`config.mk`:
```
export PLATFORM = sky130hd
export DESIGN_NAME = i2c_bus_monitor
export DESIGN_NICKNAME = d
export VERILOG_FILES = /design/src/rtl/i2c_mon_pkg.sv /design/src/rtl/i2c_mon_fifo.sv /design/src/rtl/i2c_bus_monitor.sv
export SDC_FILE = /design/constraint.sdc
export NUM_CORES = 1
export LEC_CHECK = 0
export BUFFER_PORTS_ARGS = -buffer_cell sky130_fd_sc_hd__buf_2
export CAP_MARGIN = 20
export CORE_ASPECT_RATIO = 0.6
export CORE_MARGIN = 2
export CORE_UTILIZATION = 55
export DETAILED_ROUTE_END_ITERATION = 8
export PLACE_DENSITY = 0.76
export RECOVER_POWER = 25
export SYNTH_ARGS = -nofsm -noshare
export SYNTH_HDL_FRONTEND = slang
export SYNTH_SLANG_ARGS = --single-unit
```
`constraint.sdc`:
```
create_clock -name clk -period 4.29 [get_ports clk]
set_input_delay 0.858 -clock clk [delete_from_list [all_inputs] [get_ports clk]]
set_output_delay 0.858 -clock clk [all_outputs]
set_load 0.005 [all_outputs]
```
`src/rtl/i2c_mon_pkg.sv`:
```
// Shared definitions for the I2C bus monitor: capture entry layout and monitor FSM states.
package i2c_mon_pkg;

    localparam int ENTRY_W   = 10;
    localparam int FIRST_BIT = 9;
    localparam int ACK_BIT   = 8;

    typedef enum logic [1:0] {
        IDLE = 2'd0,
        BITS = 2'd1,
        ACK  = 2'd2
    } mon_state_t;

endpackage

```
`src/rtl/i2c_mon_fifo.sv`:
```
// First-word-fall-through synchronous FIFO holding captured I2C byte entries.
module i2c_mon_fifo
    import i2c_mon_pkg::*;
#(
    parameter int DEPTH = 8,
    parameter int WIDTH = ENTRY_W
) (
    input  logic             clk,
    input  logic             reset,
    input  logic             push,
    input  logic             pop,
    input  logic [WIDTH-1:0] wdata,
    output logic [WIDTH-1:0] rdata,
    output logic             empty,
    output logic             full
);

    localparam int AW = $clog2(DEPTH);

    logic [WIDTH-1:0] mem [DEPTH];
    logic [AW:0]      wptr, rptr;
    logic             do_push, do_pop;

    // A pop frees a slot in the same cycle, so a push against a full FIFO still lands.
    assign do_pop  = pop & ~empty;
    assign do_push = push & (~full | do_pop);

    assign empty = (wptr == rptr);
    assign full  = (wptr[AW] != rptr[AW]) && (wptr[AW-1:0] == rptr[AW-1:0]);
    assign rdata = empty ? '0 : mem[rptr[AW-1:0]];

    always_ff @(posedge clk or posedge reset) begin
        if (reset) begin
            wptr <= '0;
            rptr <= '0;
        end else begin
            if (do_push) wptr <= wptr + 1'b1;
            if (do_pop)  rptr <= rptr + 1'b1;
        end
    end

    always_ff @(posedge clk) begin
        if (do_push) mem[wptr[AW-1:0]] <= wdata;
    end

endmodule

```
`src/rtl/i2c_bus_monitor.sv`:
```
// Passive I2C observer: START/STOP detection, byte+ACK capture into a FWFT FIFO.
// Optional 3-sample line filter enabled by defining I2C_MON_GLITCH_FILTER_EN.
module i2c_bus_monitor
    import i2c_mon_pkg::*;
#(
    parameter int FIFO_DEPTH  = 8,
    parameter int SYNC_STAGES = 2
) (
    input  logic               clk,
    input  logic               reset,
    input  logic               scl,
    input  logic               sda,
    input  logic               rd_en,
    input  logic               clr_ovf,
    output logic [ENTRY_W-1:0] rd_data,
    output logic               empty,
    output logic               full,
    output logic               overflow,
    output logic               bus_busy,
    output logic               start_det,
    output logic               stop_det
);

    logic [SYNC_STAGES-1:0] scl_sync, sda_sync;
    logic                   scl_s, sda_s;
    logic                   scl_f, sda_f;
    logic                   scl_d, sda_d;

    // Synchronisers reset to the idle-high bus level so release from reset is edge-free.
    always_ff @(posedge clk or posedge reset) begin
        if (reset) begin
            scl_sync <= '1;
            sda_sync <= '1;
        end else begin
            scl_sync <= {scl_sync[SYNC_STAGES-2:0], scl};
            sda_sync <= {sda_sync[SYNC_STAGES-2:0], sda};
        end
    end

    assign scl_s = scl_sync[SYNC_STAGES-1];
    assign sda_s = sda_sync[SYNC_STAGES-1];

`ifdef I2C_MON_GLITCH_FILTER_EN
    logic [1:0] scl_hist, sda_hist;
    logic       scl_hold, sda_hold;

    // Output follows the line only once the current and two previous samples agree.
    assign scl_f = (scl_hist == {2{scl_s}}) ? scl_s : scl_hold;
    assign sda_f = (sda_hist == {2{sda_s}}) ? sda_s : sda_hold;

    always_ff @(posedge clk or posedge reset) begin
        if (reset) begin
            scl_hist <= '1;
            sda_hist <= '1;
            scl_hold <= 1'b1;
            sda_hold <= 1'b1;
        end else begin
            scl_hist <= {scl_hist[0], scl_s};
            sda_hist <= {sda_hist[0], sda_s};
            scl_hold <= scl_f;
            sda_hold <= sda_f;
        end
    end
`else
    assign scl_f = scl_s;
    assign sda_f = sda_s;
`endif

    always_ff @(posedge clk or posedge reset) begin
        if (reset) begin
            scl_d <= 1'b1;
            sda_d <= 1'b1;
        end else begin
            scl_d <= scl_f;
            sda_d <= sda_f;
        end
    end

    logic scl_rise, start_cond, stop_cond;

    assign scl_rise   = scl_f & ~scl_d;
    assign start_cond = scl_f & scl_d & sda_d & ~sda_f;
    assign stop_cond  = scl_f & scl_d & ~sda_d & sda_f;

    mon_state_t         state, state_nx;
    logic [2:0]         bit_cnt, bit_cnt_nx;
    logic [7:0]         shift, shift_nx;
    logic               first, first_nx;
    logic               push;
    logic [ENTRY_W-1:0] entry;

    always_ff @(posedge clk or posedge reset) begin
        if (reset) begin
            state   <= IDLE;
            bit_cnt <= '0;
            shift   <= '0;
            first   <= 1'b0;
        end else begin
            state   <= state_nx;
            bit_cnt <= bit_cnt_nx;
            shift   <= shift_nx;
            first   <= first_nx;
        end
    end

    always_comb begin
        state_nx   = state;
        bit_cnt_nx = bit_cnt;
        shift_nx   = shift;
        first_nx   = first;
        push       = 1'b0;
        entry      = '0;
        entry[FIRST_BIT] = first;
        entry[ACK_BIT]   = sda_f;
        entry[7:0]       = shift;

        if (stop_cond) begin
            state_nx   = IDLE;
            bit_cnt_nx = '0;
            shift_nx   = '0;
            first_nx   = 1'b0;
        end else if (start_cond) begin
            state_nx   = BITS;
            bit_cnt_nx = '0;
            shift_nx   = '0;
            first_nx   = 1'b1;
        end else begin
            case (state)
                BITS: begin
                    if (scl_rise) begin
                        shift_nx   = {shift[6:0], sda_f};
                        bit_cnt_nx = bit_cnt + 3'd1;
                        if (bit_cnt == 3'd7) state_nx = ACK;
                    end
                end
                ACK: begin
                    if (scl_rise) begin
                        push       = 1'b1;
                        first_nx   = 1'b0;
                        bit_cnt_nx = '0;
                        state_nx   = BITS;
                    end
                end
                default: ;
            endcase
        end
    end

    i2c_mon_fifo #(
        .DEPTH (FIFO_DEPTH),
        .WIDTH (ENTRY_W)
    ) u_fifo (
        .clk   (clk),
        .reset (reset),
        .push  (push),
        .pop   (rd_en),
        .wdata (entry),
        .rdata (rd_data),
        .empty (empty),
        .full  (full)
    );

    logic drop;
    assign drop = push & full & ~rd_en;

    always_ff @(posedge clk or posedge reset) begin
        if (reset) begin
            start_det <= 1'b0;
            stop_det  <= 1'b0;
            bus_busy  <= 1'b0;
            overflow  <= 1'b0;
        end else begin
            start_det <= start_cond;
            stop_det  <= stop_cond;
            if (stop_cond)       bus_busy <= 1'b0;
            else if (start_cond) bus_busy <= 1'b1;
            // A fresh drop outranks a clear issued in the same cycle.
            if (drop)         overflow <= 1'b1;
            else if (clr_ovf) overflow <= 1'b0;
        end
    end

endmodule

```
==> impl_summary.log <==
[metrics] result of the run: finished clean
[metrics] GR Layer Usage met3: under 10%
[metrics] type of origin of the critical path: flop
[metrics] synthesized instance count: 272
[metrics] area overhead of the layout relative to synthesis: 13.2%
[metrics] Final Routed Wirelength: slightly above 8000 microns
[metrics] sequential-to-total area share from yosys stat: between 70 and 80%
[metrics] via count of the first global-routing pass: about 2400
[metrics] placeable core region: slightly below 0.008 sq mm
[metrics] gr usage total: a little over a fifth
[metrics] clock skew after layout: around 0.0084 ns
[metrics] slack of the worst reg-to-reg path: roughly 1.5 ns
[metrics] post-detailed-route via-to-cell ratio: ~5.7
[metrics] worst setup slack after layout: 1.24 ns
[metrics] Ports: 22
[metrics] worst min-delay path category: flop to flop
[metrics] number of failing hold endpoints at the final stage: 0
[metrics] netlist area before placement: about 0.0045 sq mm
[metrics] standby leakage power: between 1.5 and 2 nW
[metrics] most used routing layer: met1
[metrics] total CTS buffers: 9
[metrics] count of cells along the worst hold path: 0
[metrics] synthesized net count: roughly 280
[metrics] Final Hold Slack: between 0.3 and 0.4 ns
[metrics] maximum buffer depth of the clock tree: 2
[metrics] post-synthesis area per instance: about 17 sq um
[metrics] Hold Path Origin: scl_sync[0]
[metrics] antenna diode count: 0
[metrics] number of DRC violations after detailed-routing iteration 0: around 150
[metrics] root buf cell: clkbuf_16
[metrics] Synth Area in Adders: roughly 1.7%
[metrics] clock latency reported for the late side of the worst-skew pair: around 0.34 ns
[metrics] maximum vdd drop: between 0.3 and 0.4 mV
[metrics] share of final-layout standard cells stronger than drive strength 1: around a quarter
[metrics] maximum clock frequency: approximately 0.33 GHz
[metrics] Fillers: 567
[metrics] unrepaired setup endpoints after global routing: false
[metrics] Buffers on Ports: 21
[metrics] slew at the pin closest to its max-slew limit: between 1 and 1.5 ns
[metrics] detail-routed net length per standard cell: between 15 and 20 microns
[metrics] multiplexer share of the synthesized area: ~14%
[metrics] number of cell rows: 25
[metrics] Setup WS pre-CTS: 1.52 ns
[metrics] kind of end point of the critical path: output pin
[metrics] Initial DRT Pass Iterations: 4
[metrics] number of endpoints failing setup at the final stage: 0
[metrics] post-synth cell types: 34
[metrics] final max-slew violation count: 0
[metrics] Initial Util: a little under three fifths
[metrics] minimum clock period: 3.05 ns
[metrics] Crit Path Class: flop to output pin
[metrics] wire length of the first global-routing pass: 13300 microns
[metrics] maximum number of pins on one net before global-route repair: 33
[metrics] simple-gate share of the synthesized area: 6.42%
[metrics] DRC errors left: 0
[metrics] number of antenna violations at the first check in global routing: 0
[metrics] Setup Total Neg Slack: 0 ns
[metrics] met1 Track Usage GR: a little under a third
[metrics] global placer's final weighted congestion: a little under 0.8
[metrics] post-CTS repair timing setup buffer count: 0
[metrics] total power divided by cell area: around 620 mW/mm^2
[metrics] antenna violation net count after detailed routing: 0
[metrics] Max transition margin: about a third
[metrics] endpoint arrival time on the critical path: roughly 2.2 ns
[metrics] Worst R2R Start: u_fifo.rptr[0]
[metrics] CTS tree: yes
[metrics] count of instances resized after the clock tree is built: 0
[metrics] Endpoint, Worst Hold: scl_sync[1]
[metrics] net count of the finished layout: around 310
[metrics] highest net fanout along the worst path: 7
[metrics] terminus of the critical flop-to-flop path: u_fifo.mem[4][8]
[metrics] number of maximum-capacitance violations: 0
[metrics] Tcrit/Tclk final: 71.1%
[metrics] Total Power: 0.00317 W
[metrics] share of the synthesized netlist area taken by xor and xnor gates: 1.94%
[metrics] Die ar.: between 0.008 and 0.009 sq mm
[metrics] clock slew seen by the registers of the worst setup and hold paths: 0.07 ns
[metrics] GRT overflow: 0
[metrics] hold buffer count at cts: 0
[metrics] dominant combinational cell family by area after synthesis: multiplexers
[metrics] H-tree depth reported by CTS: 3
[metrics] met2 track utilization from global routing: roughly 30%
[metrics] required time of the critical path: between 3 and 4 ns
[metrics] complex-gate fraction of the synthesized area: 2.71%
[metrics] cells on worst reg2reg path: 6
[metrics] utilization of the core after routing: approximately 65%
[metrics] die width: between 100 and 150 microns
[metrics] vertical die dimension: ~74 microns
[metrics] Clock Sinks: roughly 110
[metrics] post-DP HPWL: between 5000 and 6000 microns
[metrics] via count: 2368
[metrics] Yosys warnings: 0
[metrics] number of storage elements in the synthesis netlist: 112
worst max path at each step:
stage	depth (start not counted)	startpoint	end	slack, ns
global route	5	u_fifo.rptr[0]	full	1.09
detailed placement	6	u_fifo.rptr[0]	u_fifo.mem[4][3]	1.52
global placement	6	u_fifo.rptr[0]	u_fifo.mem[4][8]	1.62
floorplan	5	scl_sync[1]	u_fifo.mem[0][0]	1.59
finish	5	u_fifo.rptr[0]	full	1.24
CTS	5	u_fifo.rptr[0]	full	1.22
flip-flops by register name, summed over array words and instances (netlist names), 2 cells and up:
name / count
bit_cnt: 3
state: 2
u_fifo.mem: 80
shift: 8
scl_sync: 2
u_fifo.rptr: 4
u_fifo.wptr: 4
sda_sync: 2
worst max-delay path, stage by stage, from the launching register on:
cell and delay (ns):
dfrtp_1 0.57, buf_4 0.28, xor2_1 0.11, or4_1 0.67, inv_1 0.10, buf_2 0.11
report_power, final:
| part | switching [W] | leakage (nW) | internal [W] |
|---|---|---|---|
| Sequential | 0.000119 | 1.16 | 0.00128 |
| Clock | 0.000344 | 0.144 | 0.000513 |
| Combinational | 0.000460 | 0.660 | 0.000458 |
| Total | 0.000924 | 1.97 | 0.00225 |
metal layers:
metal | routed length (microns) | share of wire (%)
met5 | 0 | 0
met4 | 83 | 1.0
met2 | 3670 | 44
met3 | 631 | 7.6
met1 | 3880 | 47
area by class of cell:
cell class	instances	area, sq um	share of cell area [%]
sequential	112	3210	62.7
multi-input combinational	134	1220	23.8
clock buffer	13	240	4.69
timing repair buffer	35	210	4.11
tap	108	135	2.64
clock inverter	3	67.6	1.32
inverter	10	37.5	0.733
cells by family after synthesis:
group / Yosys count
AOI/OAI and AO/OA: 19
and+or+nand+nor: 62
buffers and inverters: 26
muxes: 37
DFF: 112
adders and majority gates: 6
xor gates and xnor gates: 10
metrics by stage:
| stage | cell area (sq um) | cells |
|---|---|---|
| after CTS | 5120 | 415 |
| after floorplan | 4520 | 272 |
| after global placement | 4810 | 399 |
| final | 5120 | 415 |
| after global routing | 5120 | 415 |
| after detailed placement | 4810 | 399 |
synthesized netlist by cell type:
cell / instances / area, sq um
nor2b_1: 3 / 18.8
and2_1: 1 / 6.26
nand2_1: 15 / 56.3
xnor2_1: 5 / 43.8
clkbuf_1: 8 / 30.0
a221oi_1: 1 / 8.76
mux4_2: 20 / 450
o21ai_0: 2 / 10.0
o32ai_1: 1 / 8.76
nor4b_1: 1 / 8.76
o211ai_1: 3 / 22.5
or4_1: 1 / 7.51
ha_1: 6 / 75.1
mux2_2: 2 / 22.5
a21oi_1: 10 / 50.1
or2_2: 1 / 6.26
buf_2: 7 / 35.0
nor4_1: 1 / 6.26
inv_1: 10 / 37.5
nor2_1: 20 / 75.1
nand2b_1: 5 / 31.3
o21ai_4: 1 / 16.3
xor2_1: 5 / 43.8
dfstp_2: 6 / 158
dfrtp_1: 26 / 651
nor3_1: 4 / 20.0
o22ai_1: 1 / 6.26
mux2_4: 1 / 15.0
buf_1: 1 / 3.75
edfxtp_1: 80 / 2400
nand3_1: 7 / 35.0
and3_1: 1 / 6.26
mux2i_1: 14 / 140
nand4_1: 2 / 12.5
cells in the final DEF, fill, tap and decap left out, types with 2 or more instances in the layout:
master     netlist  routed
a21oi_1         10      10
buf_2            7      21
buf_4            0      14
bufinv_16        0       2
clkbuf_1         8       4
clkbuf_16        0       9
dfrtp_1         26      26
dfstp_1          0       2
dfstp_2          6       4
edfxtp_1        80      80
ha_1             6       6
inv_1           10      10
mux2_2           2       2
mux2i_1         14      14
mux4_2          20      20
nand2_1         15      15
nand2b_1         5       5
nand3_1          7       7
nand4_1          2       2
nor2_1          20      20
nor2b_1          3       3
nor3_1           4       4
o211ai_1         3       3
o21ai_0          2       2
xnor2_1          5       5
xor2_1           5       5
No activity file was read; power rests on OpenSTA's default activity.
